$ cat src/rtl/modbus_vending_machine_top.sv
// -----------------------------------------------------------------------------
// modbus_vending_machine_top
//
// Modbus RTU slave controlling a 4-item vending machine. Receives requests on
// an 8N1 UART line, frames them by line silence, validates CRC-16/Modbus and
// slave address, then serves FC 03 (read stock registers) and FC 06 (write a
// stock register, or dispense an item through register 0x0100). Replies go out
// on an 8N1 UART transmitter with the CRC appended low byte first.
//
// Ports:
//   clk_sys        in   system clock, all logic on rising edge
//   rst            in   asynchronous active-low reset
//   uart_rx        in   serial request line, idle high
//   uart_tx        out  serial reply line, idle high
//   item_dispensed out  one-hot dispense strobe, DISP_CYCLES clocks long
//   item_select    out  one-hot item of the last accepted dispense, held
//   machine_status out  {stock[3..0]!=0, sold_out, exception, crc_err, busy}
// -----------------------------------------------------------------------------
module modbus_vending_machine_top #(
  parameter int          CLKS_PER_BIT = 2604,
  parameter logic [7:0]  SLAVE_ID     = 8'h01,
  parameter int          SILENCE_BITS = 39,
  parameter logic [15:0] INIT_STOCK   = 16'd10,
  parameter int          DISP_CYCLES  = 16
) (
  input  logic       clk_sys,
  input  logic       rst,
  input  logic       uart_rx,
  output logic       uart_tx,
  output logic [3:0] item_dispensed,
  output logic [3:0] item_select,
  output logic [7:0] machine_status
);

  localparam int SIL_CYC = SILENCE_BITS * CLKS_PER_BIT;
  localparam int CW      = $clog2(CLKS_PER_BIT);
  localparam int SW      = $clog2(SIL_CYC + 1);
  localparam int DW      = $clog2(DISP_CYCLES + 1);

  function automatic logic [15:0] crc16_step(input logic [15:0] crc_in, input logic [7:0] data);
    logic [15:0] c;
    c = crc_in ^ {8'h00, data};
    for (int i = 0; i < 8; i++) c = c[0] ? ((c >> 1) ^ 16'hA001) : (c >> 1);
    return c;
  endfunction

  typedef enum logic [1:0] {RX_IDLE, RX_START, RX_DATA, RX_STOP} rx_state_t;
  typedef enum logic [1:0] {M_IDLE, M_EXEC, M_TX} main_state_t;

  // ---------------------------------------------------------------- RX path
  logic [1:0]    rx_sync_reg;
  logic          rx_prev_reg;
  logic          rx_s;
  rx_state_t     rx_state_reg, rx_state_next;
  logic [CW-1:0] rx_cnt_reg;
  logic [2:0]    rx_bit_reg;
  logic [7:0]    rx_shift_reg;
  logic          rx_valid_reg;
  logic          rx_tick;

  assign rx_s = rx_sync_reg[1];
  // The start state waits half a bit to land in mid-bit; later bits wait a full bit.
  assign rx_tick = (rx_state_reg == RX_START) ? (rx_cnt_reg == CW'(CLKS_PER_BIT/2 - 1))
                                              : (rx_cnt_reg == CW'(CLKS_PER_BIT - 1));

  always_comb begin
    rx_state_next = rx_state_reg;
    case (rx_state_reg)
      RX_IDLE:  if (rx_prev_reg && !rx_s) rx_state_next = RX_START;
      RX_START: if (rx_tick) rx_state_next = rx_s ? RX_IDLE : RX_DATA;
      RX_DATA:  if (rx_tick && rx_bit_reg == 3'd7) rx_state_next = RX_STOP;
      RX_STOP:  if (rx_tick) rx_state_next = RX_IDLE;
      default:  rx_state_next = RX_IDLE;
    endcase
  end

  always_ff @(posedge clk_sys or negedge rst) begin
    if (!rst) begin
      rx_sync_reg  <= 2'b11;
      rx_prev_reg  <= 1'b1;
      rx_state_reg <= RX_IDLE;
      rx_cnt_reg   <= '0;
      rx_bit_reg   <= '0;
      rx_shift_reg <= '0;
      rx_valid_reg <= 1'b0;
    end else begin
      rx_sync_reg  <= {rx_sync_reg[0], uart_rx};
      rx_prev_reg  <= rx_s;
      rx_state_reg <= rx_state_next;
      rx_valid_reg <= 1'b0;
      if (rx_state_reg == RX_IDLE || rx_tick) rx_cnt_reg <= '0;
      else                                    rx_cnt_reg <= rx_cnt_reg + 1'b1;
      if (rx_state_reg == RX_START) rx_bit_reg <= '0;
      if (rx_state_reg == RX_DATA && rx_tick) begin
        rx_shift_reg <= {rx_s, rx_shift_reg[7:1]};
        rx_bit_reg   <= rx_bit_reg + 1'b1;
      end
      // A low stop bit silently discards the byte.
      if (rx_state_reg == RX_STOP && rx_tick && rx_s) rx_valid_reg <= 1'b1;
    end
  end

  // ------------------------------------------------------- framing / buffer
  main_state_t   main_state_reg, main_state_next;
  logic [SW-1:0] sil_cnt_reg;
  logic [7:0]    frame_buf [0:7];
  logic [3:0]    byte_cnt_reg;   // saturates at 9 to mark an overlong frame
  logic [15:0]   rx_crc_reg;
  logic          frame_close;

  assign frame_close = (sil_cnt_reg == SW'(SIL_CYC)) && (byte_cnt_reg != 4'd0) &&
                       (main_state_reg == M_IDLE);

  always_ff @(posedge clk_sys or negedge rst) begin
    if (!rst) begin
      sil_cnt_reg  <= '0;
      byte_cnt_reg <= '0;
      rx_crc_reg   <= 16'hFFFF;
      for (int i = 0; i < 8; i++) frame_buf[i] <= '0;
    end else begin
      if (rx_state_reg != RX_IDLE || !rx_s) sil_cnt_reg <= '0;
      else if (sil_cnt_reg != SW'(SIL_CYC)) sil_cnt_reg <= sil_cnt_reg + 1'b1;

      if (main_state_reg == M_EXEC) begin
        byte_cnt_reg <= '0;
        rx_crc_reg   <= 16'hFFFF;
      end else if (rx_valid_reg && main_state_reg == M_IDLE) begin
        if (byte_cnt_reg < 4'd8) frame_buf[byte_cnt_reg[2:0]] <= rx_shift_reg;
        if (byte_cnt_reg != 4'd9) byte_cnt_reg <= byte_cnt_reg + 1'b1;
        rx_crc_reg <= crc16_step(rx_crc_reg, rx_shift_reg);
      end
    end
  end

  // ---------------------------------------------------------------- decode
  logic [15:0] stock_reg [0:3];
  logic [7:0]  fc;
  logic [15:0] reg_addr, reg_val;
  logic        frame_ok, id_ok, sold_out, do_write, do_disp;
  logic [7:0]  exc_code;

  assign fc       = frame_buf[1];
  assign reg_addr = {frame_buf[2], frame_buf[3]};
  assign reg_val  = {frame_buf[4], frame_buf[5]};
  // Running CRC over all 8 bytes including the appended CRC leaves a zero residue.
  assign frame_ok = (byte_cnt_reg == 4'd8) && (rx_crc_reg == 16'h0000);
  assign id_ok    = (frame_buf[0] == SLAVE_ID);

  always_comb begin
    exc_code = 8'h00;
    sold_out = 1'b0;
    do_write = 1'b0;
    do_disp  = 1'b0;
    case (fc)
      8'h03: begin
        if (reg_val == 16'd0 || reg_val > 16'd4)                exc_code = 8'h03;
        else if (({1'b0, reg_addr} + {1'b0, reg_val}) > 17'd4)  exc_code = 8'h02;
      end
      8'h06: begin
        if (reg_addr < 16'd4) do_write = 1'b1;
        else if (reg_addr == 16'h0100) begin
          if (reg_val > 16'd3) exc_code = 8'h03;
          else if (stock_reg[reg_val[1:0]] == 16'd0) begin
            exc_code = 8'h04;
            sold_out = 1'b1;
          end else do_disp = 1'b1;
        end else exc_code = 8'h02;
      end
      default: exc_code = 8'h01;
    endcase
  end

  // ------------------------------------------------------------ main FSM
  logic          tx_active_reg;
  logic [3:0]    tx_idx_reg, tx_len_reg;
  logic          tx_done;

  assign tx_done = (main_state_reg == M_TX) && !tx_active_reg && (tx_idx_reg == tx_len_reg + 4'd2);

  always_comb begin
    main_state_next = main_state_reg;
    case (main_state_reg)
      M_IDLE:  if (frame_close) main_state_next = M_EXEC;
      M_EXEC:  main_state_next = (frame_ok && id_ok) ? M_TX : M_IDLE;
      M_TX:    if (tx_done) main_state_next = M_IDLE;
      default: main_state_next = M_IDLE;
    endcase
  end

  // -------------------------------------------------- execute / registers
  logic [7:0]    resp_reg [0:10];
  logic [3:0]    item_select_reg;
  logic [DW-1:0] disp_cnt_reg;
  logic          st_crc_reg, st_exc_reg, st_sold_reg;

  always_ff @(posedge clk_sys or negedge rst) begin
    if (!rst) begin
      main_state_reg  <= M_IDLE;
      for (int i = 0; i < 4; i++)  stock_reg[i] <= INIT_STOCK;
      for (int i = 0; i < 11; i++) resp_reg[i]  <= '0;
      tx_len_reg      <= '0;
      item_select_reg <= '0;
      disp_cnt_reg    <= '0;
      st_crc_reg      <= 1'b0;
      st_exc_reg      <= 1'b0;
      st_sold_reg     <= 1'b0;
    end else begin
      main_state_reg <= main_state_next;
      if (disp_cnt_reg != '0) disp_cnt_reg <= disp_cnt_reg - 1'b1;
      if (main_state_reg == M_EXEC) begin
        st_crc_reg  <= !frame_ok;
        st_exc_reg  <= frame_ok && id_ok && (exc_code != 8'h00);
        st_sold_reg <= frame_ok && id_ok && sold_out;
        if (frame_ok && id_ok) begin
          resp_reg[0] <= SLAVE_ID;
          resp_reg[1] <= fc;
          if (exc_code != 8'h00) begin
            resp_reg[1] <= fc | 8'h80;
            resp_reg[2] <= exc_code;
            tx_len_reg  <= 4'd3;
          end else if (fc == 8'h03) begin
            resp_reg[2] <= {reg_val[6:0], 1'b0};
            // All four slots are filled; only the first qty are sent.
            for (int i = 0; i < 4; i++) begin
              resp_reg[3 + 2*i] <= stock_reg[reg_addr[1:0] + 2'(i)][15:8];
              resp_reg[4 + 2*i] <= stock_reg[reg_addr[1:0] + 2'(i)][7:0];
            end
            tx_len_reg <= 4'd3 + {reg_val[2:0], 1'b0};
          end else begin
            for (int i = 2; i < 6; i++) resp_reg[i] <= frame_buf[i];
            tx_len_reg <= 4'd6;
            if (do_write) stock_reg[reg_addr[1:0]] <= reg_val;
            if (do_disp) begin
              stock_reg[reg_val[1:0]] <= stock_reg[reg_val[1:0]] - 16'd1;
              item_select_reg         <= 4'b0001 << reg_val[1:0];
              disp_cnt_reg            <= DW'(DISP_CYCLES);
            end
          end
        end
      end
    end
  end

  // ------------------------------------------------------------- TX path
  logic [9:0]    tx_shift_reg;
  logic [CW-1:0] tx_cnt_reg;
  logic [3:0]    tx_bit_reg;
  logic [15:0]   tx_crc_reg;
  logic          tx_load;
  logic [7:0]    tx_byte;

  assign tx_load = (main_state_reg == M_TX) && !tx_active_reg && (tx_idx_reg != tx_len_reg + 4'd2);
  // Payload bytes first, then the CRC accumulated over them, low byte first.
  assign tx_byte = (tx_idx_reg < tx_len_reg)  ? resp_reg[tx_idx_reg] :
                   (tx_idx_reg == tx_len_reg) ? tx_crc_reg[7:0] : tx_crc_reg[15:8];

  always_ff @(posedge clk_sys or negedge rst) begin
    if (!rst) begin
      tx_active_reg <= 1'b0;
      tx_shift_reg  <= '1;
      tx_cnt_reg    <= '0;
      tx_bit_reg    <= '0;
      tx_idx_reg    <= '0;
      tx_crc_reg    <= 16'hFFFF;
    end else if (main_state_reg == M_EXEC) begin
      tx_idx_reg <= '0;
      tx_crc_reg <= 16'hFFFF;
    end else if (tx_load) begin
      tx_shift_reg  <= {1'b1, tx_byte, 1'b0};
      tx_active_reg <= 1'b1;
      tx_cnt_reg    <= '0;
      tx_bit_reg    <= '0;
      tx_idx_reg    <= tx_idx_reg + 1'b1;
      if (tx_idx_reg < tx_len_reg) tx_crc_reg <= crc16_step(tx_crc_reg, tx_byte);
    end else if (tx_active_reg) begin
      if (tx_cnt_reg == CW'(CLKS_PER_BIT - 1)) begin
        tx_cnt_reg   <= '0;
        tx_shift_reg <= {1'b1, tx_shift_reg[9:1]};
        if (tx_bit_reg == 4'd9) tx_active_reg <= 1'b0;
        else                    tx_bit_reg    <= tx_bit_reg + 1'b1;
      end else begin
        tx_cnt_reg <= tx_cnt_reg + 1'b1;
      end
    end
  end

  // ------------------------------------------------------------- outputs
  assign uart_tx        = tx_active_reg ? tx_shift_reg[0] : 1'b1;
  assign item_select    = item_select_reg;
  assign item_dispensed = (disp_cnt_reg != '0) ? item_select_reg : 4'b0000;
  assign machine_status = {stock_reg[3] != 16'd0, stock_reg[2] != 16'd0,
                           stock_reg[1] != 16'd0, stock_reg[0] != 16'd0,
                           st_sold_reg, st_exc_reg, st_crc_reg,
                           main_state_reg != M_IDLE};

endmodule

$ cat config.mk
export PLATFORM = sky130hd
export DESIGN_NAME = modbus_vending_machine_top
export DESIGN_NICKNAME = d
export VERILOG_FILES = /design/src/rtl/modbus_vending_machine_top.sv
export SDC_FILE = /design/constraint.sdc
export NUM_CORES = 1
export LEC_CHECK = 0
export CORE_UTILIZATION = 55
export CTS_CLUSTER_SIZE = 20
export DETAILED_ROUTE_END_ITERATION = 10
export GPL_TIMING_DRIVEN = 0
export PLACE_DENSITY = 0.75
export SYNTH_ARGS = -nofsm -noshare
export SYNTH_HDL_FRONTEND = slang
export SYNTH_SLANG_ARGS = --single-unit
$ cat constraint.sdc
create_clock -name clk_sys -period 3.9 [get_ports clk_sys]
set_input_delay 0.39 -clock clk_sys [delete_from_list [all_inputs] [get_ports clk_sys]]
set_output_delay 0.39 -clock clk_sys [all_outputs]
set_load 0.005 [all_outputs]
---- Word level (Yosys, flattened, before mapping) ----
Cells that the tools add are included.
operators by class
  reduce and logical (&&, ||, !) cells .... 59
  multiplexer cells ....................... 124
  bitwise operators ....................... 28
  add/subtract/negate cells ............... 15
  equal/unequal tests ..................... 28
  order comparisons ....................... 16
  shifts and indexed selects .............. 1
operators with widths
  cell                                           count
  2-to-1 mux 16 bit                              33
  2-to-1 mux 64 bit                              6
  bitwise mux 64 bit                             3
  binary-select mux 16 bit (select 2 bit)        5
  2-to-1 mux 8 bit                               9
  demux 16 bit (select 2 bit)                    2
  nonzero test 16 bit                            4
  NOT 2 -> 3 bit                                 21
  logical NOT 16 bit                             3
  2-to-1 mux 12 bit                              4
  2-to-1 mux 4 bit                               12
  2-to-1 mux 17 bit                              2
  binary-select mux 8 bit (select 4 bit)         1
  2-to-1 mux 32 bit                              1
  XOR 16 x 8 -> 16 bit                           2
  2-to-1 mux 10 bit                              3
  2-to-1 mux 5 bit                               6
  adder 12 x 1 -> 12 bit, second input constant  2
  demux 8 bit (select 3 bit)                     1
  equality test 12 bit, second input constant    2
  2-to-1 mux 2 bit                               10
  nonzero test 2 bit                             10
  2-to-1 mux 1 bit                               19
  logical AND 1 bit                              18
  other kinds (54)                               92
word-level totals
  flip-flop bits (word level) ............. 340
  output and inout port bits .............. 17

---- Logic depth before layout (Yosys ltp) ----
  word-level depth ........................ 25
  depth in mapped cells ................... 18

---- Least setup slack after synthesis ----
OpenSTA, ideal clock, no wires.
  path kind ............................... reg-to-reg
  start ................................... reg frame_buf[17] (netlist bit)
  end ..................................... reg resp_reg[38] (netlist bit)
  path slack .............................. -0.284 ns
  period minus slack after synthesis ...... 4.184 ns
  arrival time ............................ 4.059 ns
  buffers on the path ..................... 5
  library setup time ...................... 0.125 ns
  cell stages (with the launch flop) ...... 18
  cells stage by stage .................... dfrtp_1 > buf_1 > clkbuf_1 > inv_1 > ha_1 > xor2_1 > a2111oi_0 > nand4_1 > or4_1 > a2111oi_2 > nand4_1 > nor3_1 > nand3_1 > or3_1 > clkbuf_1 > buf_6 > buf_6 > mux2_4
between the ends
  cells in the longest elaborated chain, start to end .. 13
RTL lines
  what                                                             line  source
  from (decl)                                                      106   logic [7:0] frame_buf [0:7];
  from (signal, indexed assignment)                                128   if (byte_cnt_reg < 4'd8) frame_buf[byte_cnt_reg[2:0]] <= rx_shift_reg;
  branches (longest 9 deep; another with adder 16 x 16 -> 17 bit)  -
  one-hot mux 8 bit (2 select lines) (*)                           154   case (fc)
  nonzero test 8 bit (*)                                           217   if (exc_code != 8'h00) begin
  NOT 1 bit (no line) (*)                                          -
  AND reduction 4 bit (no line) (*)                                -
  to (signal, indexed assignment)                                  225   resp_reg[3 + 2*i] <= stock_reg[reg_addr[1:0] + 2'(i)][15:8];
  to (signal, indexed assignment)                                  226   resp_reg[4 + 2*i] <= stock_reg[reg_addr[1:0] + 2'(i)][7:0];
  to (decl)                                                        191   logic [7:0] resp_reg [0:10];
Every way passes the cells marked *. The select of a mux whose other input is x is not followed.
A chain may end at the register's enable or synchronous reset.

---- Final worst setup path ----
  start ................................... reg frame_buf[25] (netlist bit)
  end ..................................... reg resp_reg[23] (netlist bit)
between the ends
  cells in the longest elaborated chain, start to end .. 8
RTL lines
  what                                                                                line
  adder 16 x 16 -> 17 bit or greater-than comparator 16 x 2 -> 1 bit (tied branches)  157, 162
  greater-than comparator 17 x 3 -> 1 bit or 2-to-1 mux 3 bit (tied branches)         157, 162
  2-to-1 mux 2 bit or 2-to-1 mux 8 bit (tied branches)                                157, 161
  2-to-1 mux 2 bit or 2-to-1 mux 8 bit (tied branches)                                156, 160
  one-hot mux 8 bit (2 select lines) (*)                                              154
  nonzero test 8 bit (*)                                                              217
  NOT 1 bit (no line) (*)                                                             -
  AND reduction 4 bit (no line) (*)                                                   -
Every way passes the cells marked *; elsewhere a longest branch is shown, timed or not.

==> run summary <==
result of the run -> finished with violations
violations in the final reports -> negative setup slack
Max Clk Rate -> 242 MHz
largest net degree at the start of global routing -> 118
Min Clock Period, post-route -> 4.12 ns
CTS clock-pin slew for the worst setup and hold paths -> 0.06 ns
max_cap viols -> 0
gp weighted congestion -> 0.965
Crit-path slowest cell -> or4_4
max-slew violation count -> 0
global router's overall resource usage -> 32.1%
number of synthesized flops with an enable pin -> 0
Worst-Margin Slew -> 0.917 ns
Die ar. -> 34900 sq um
Syn Area/Cell -> 10.2 sq um
placed cell area -> 19600 sq um
critical setup path kind -> flop to flop
Core Util, Final -> 64.7%
WP buf/inv -> 2
row cnt -> 67
CP dominant cell by count -> nand4_1
Crit. End Element -> flop
synth unique cells -> 68
area leader, netlist -> dfrtp_1
sequential-to-total area share from yosys stat -> 43.4%
cells after synthesis -> 1843
Die Wd -> 187 um
aggregate global routing overflow -> 0
most frequent cell after synthesis -> dfrtp_1
antenna violations before repair -> 1
Critical Path RT -> 4.31 ns
CTS tree -> yes
Routed met3 length -> 5.31 mm
met2 wire len -> 25.3 mm
WP data arrival -> 4.54 ns
Tcrit/Tclk final -> 106%
die height -> 187 um
asr flop ratio synth -> 100%
fraction of layout cells with a size suffix above 1 -> 24.0%
Initial Utilization -> 55.9%
1st-iter DRT viols -> 1574
DR pass1 iterations -> 7
RSZ-0062 raised after global routing -> yes
clk root buf -> clkbuf_16
synth top area cells -> dfrtp_1 36%, mux4_2 9.4%, mux2_2 8.3%
Slew HR -> 38.9%
via count -> 15700
Worst Hold Class -> input port to flop
IO buf count -> 19
Worst-Skew Late Latency -> 0.54 ns
post-route cell area -> 21700 sq um
Crit path max-delay family -> simple AND/OR/NAND/NOR gates
Final Hold Fails -> 0
vias per inst -> 6.50
met1 WL -> 22.6 mm
critical path launch point type -> flop
Mapped Area -> 18800 sq um
Nets -> 1982
Crit Path Max Fanout -> 8
Final Worst Setup Slack -> -0.225 ns
H-tree depth -> 2
Leakage -> 9.22 nW
synthesized net count -> 1890
ANT nets after route -> 0
WL per Instance -> 23.3 um
number of flip-flops in the largest register -> 81
P per Cell Area -> 325 nW/um^2
Peak VDD IR -> 0.394 mV
Post-Route Skew -> 0.0236 ns
Worst R2R Setup Slack -> -0.22 ns
number of global-route vias before repair -> 15300
Max stage delay on crit path -> 0.57 ns
# DRC -> 0
clock tree buffer depth -> 3
Final setup viols -> 67
Yosys warning count -> 0
CTS sink cnt -> 323
HPWL Detailed -> 38.4 mm
Top Metal Used -> met4
Post-synth top cells -> 271 x dfrtp_1, 184 x nand2_1, 177 x nor2_1, 140 x a21oi_1, 138 x mux2_2
DP Worst Slack -> -1.29 ns
# fillers -> 2572
Top FF cell, synth -> dfrtp_1
CP Cell Sequence -> nor4_1 -> nand4_1 -> nor4_2 -> nor3_1 -> or4_4 -> a2111oi_4 -> nand4_1 -> nor3_2 -> nand3_2 -> or3_4 -> buf_8 -> clkbuf_16 -> mux2_2
Yosys top cell area share -> 36.1%
io pins -> 20
core area -> 33500 sq um
Synth Register Bits -> 323
global-route wire length before repair -> 87.3 mm
area grow syn2layout -> 15.6%
DRT Wirelength -> 56.1 mm
clock buffers created by TritonCTS -> 37
==> through the flow <==
stage	TNS [ns]	hold WS (ns)	instances	power, mW
after floorplan	0	0.0944	1843	3.57
after global placement	-3614.50	0.350	2310	3.66
after detailed placement	-123.09	0.347	2312	3.67
after CTS	-14.29	0.251	2400	7.11
after global routing	-13.28	0.282	2411	7.26
final	-10.22	0.266	2412	7.06
==> placed cells by master (no fill, tap or decap), types with 6 or more instances in the layout <==
| cell type | n |
|---|---|
| and2_1 | 16 |
| mux2_4 | 19 |
| dfrtp_2 | 13 |
| nand4_1 | 27 |
| clkbuf_1 | 72 |
| mux2_2 | 120 |
| a221o_1 | 8 |
| o22ai_1 | 19 |
| ha_1 | 36 |
| and3_1 | 11 |
| nand2b_1 | 11 |
| o22ai_2 | 6 |
| clkinvlp_4 | 6 |
| nand2_1 | 183 |
| o21ai_0 | 114 |
| or3_1 | 16 |
| a21oi_1 | 135 |
| nand3_1 | 37 |
| clkinv_2 | 6 |
| nor3_1 | 40 |
| clkdlybuf4s50_1 | 18 |
| buf_1 | 6 |
| xor2_1 | 40 |
| mux2i_1 | 23 |
| xnor2_1 | 54 |
| buf_6 | 12 |
| nor2b_1 | 14 |
| mux4_2 | 78 |
| dfrtp_1 | 258 |
| a31oi_1 | 14 |
| clkbuf_16 | 41 |
| nor2_1 | 176 |
| nor4_1 | 28 |
| inv_1 | 53 |
| dfstp_2 | 52 |
| clkbuf_8 | 12 |
| a221oi_1 | 8 |
| buf_4 | 35 |
==> per-layer routing <==
metal | vias to the layer above | track usage [%]
met5 | - | 0
met4 | 0 | 16.1
met3 | 190 | 6.26
met2 | 895 | 48.9
met1 | 7738 | 44.1
li1 | 6864 | -
==> where the power goes <==
group	leakage, nW	internal [mW]	switching, mW
clock network	0.593	2.02	1.42
registers	4.28	3.39	0.0495
logic	4.35	0.0520	0.118
total	9.22	5.47	1.59
==> final timing paths <==
check | from | end | cells after the start
setup / recovery | frame_buf[25] | resp_reg[23] | 13
hold reg to reg | rx_sync_reg[0] | rx_sync_reg[1] | 0
hold / removal | uart_rx | rx_sync_reg[0] | 1
setup reg to reg | frame_buf[25] | resp_reg[23] | 13
min in group asynchronous | rst | tx_bit_reg[2] | 2
max in group asynchronous | rst | frame_buf[26] | 3
==> worst reg2reg max path, stage by stage (launching register included) <==
cell and delay, ns:
dfrtp_2 0.52, nor4_1 0.30, nand4_1 0.30, nor4_2 0.36, nor3_1 0.14, or4_4 0.57, a2111oi_4 0.22, nand4_1 0.15
nor3_2 0.20, nand3_2 0.18, or3_4 0.48, buf_8 0.16, clkbuf_16 0.15, mux2_2 0.26
==> timing repair <==
action                     in CTS  in global routing
hold endpoints to repair       61                  0
buffers inserted               24                 11
gates resized for setup       101                 70
hold buffers                    1                  0
setup endpoints to repair     149                140
gates cloned                    1                  1
pin swaps                      14                 13
==> final cells by class <==
class	count	area, sq um	share of cell area (%)
multi-input cells	1351	10300	47.5
flip-flops and latches	323	8160	37.6
clock buffers	55	1140	5.24
plain buffers	108	628	2.90
repair buffers	59	603	2.78
well taps	448	561	2.58
inverters	55	214	0.986
clock inverters	12	77.6	0.358
diodes	1	2.50	0.0115
==> cell families after synthesis <==
logic type               count (synthesis)  share of synthesized area, %
AND/OR/NAND/NOR                        596                          14.8
buffers and inverters                  169                          3.60
adder cells (fa/ha/maj)                 44                          2.97
AO/OA/AOI/OAI                          376                          11.8
flip-flops                             323                          43.4
XOR/XNOR                                95                          4.44
multiplexers                           240                          19.0
Power figures use the tool's default switching activity.
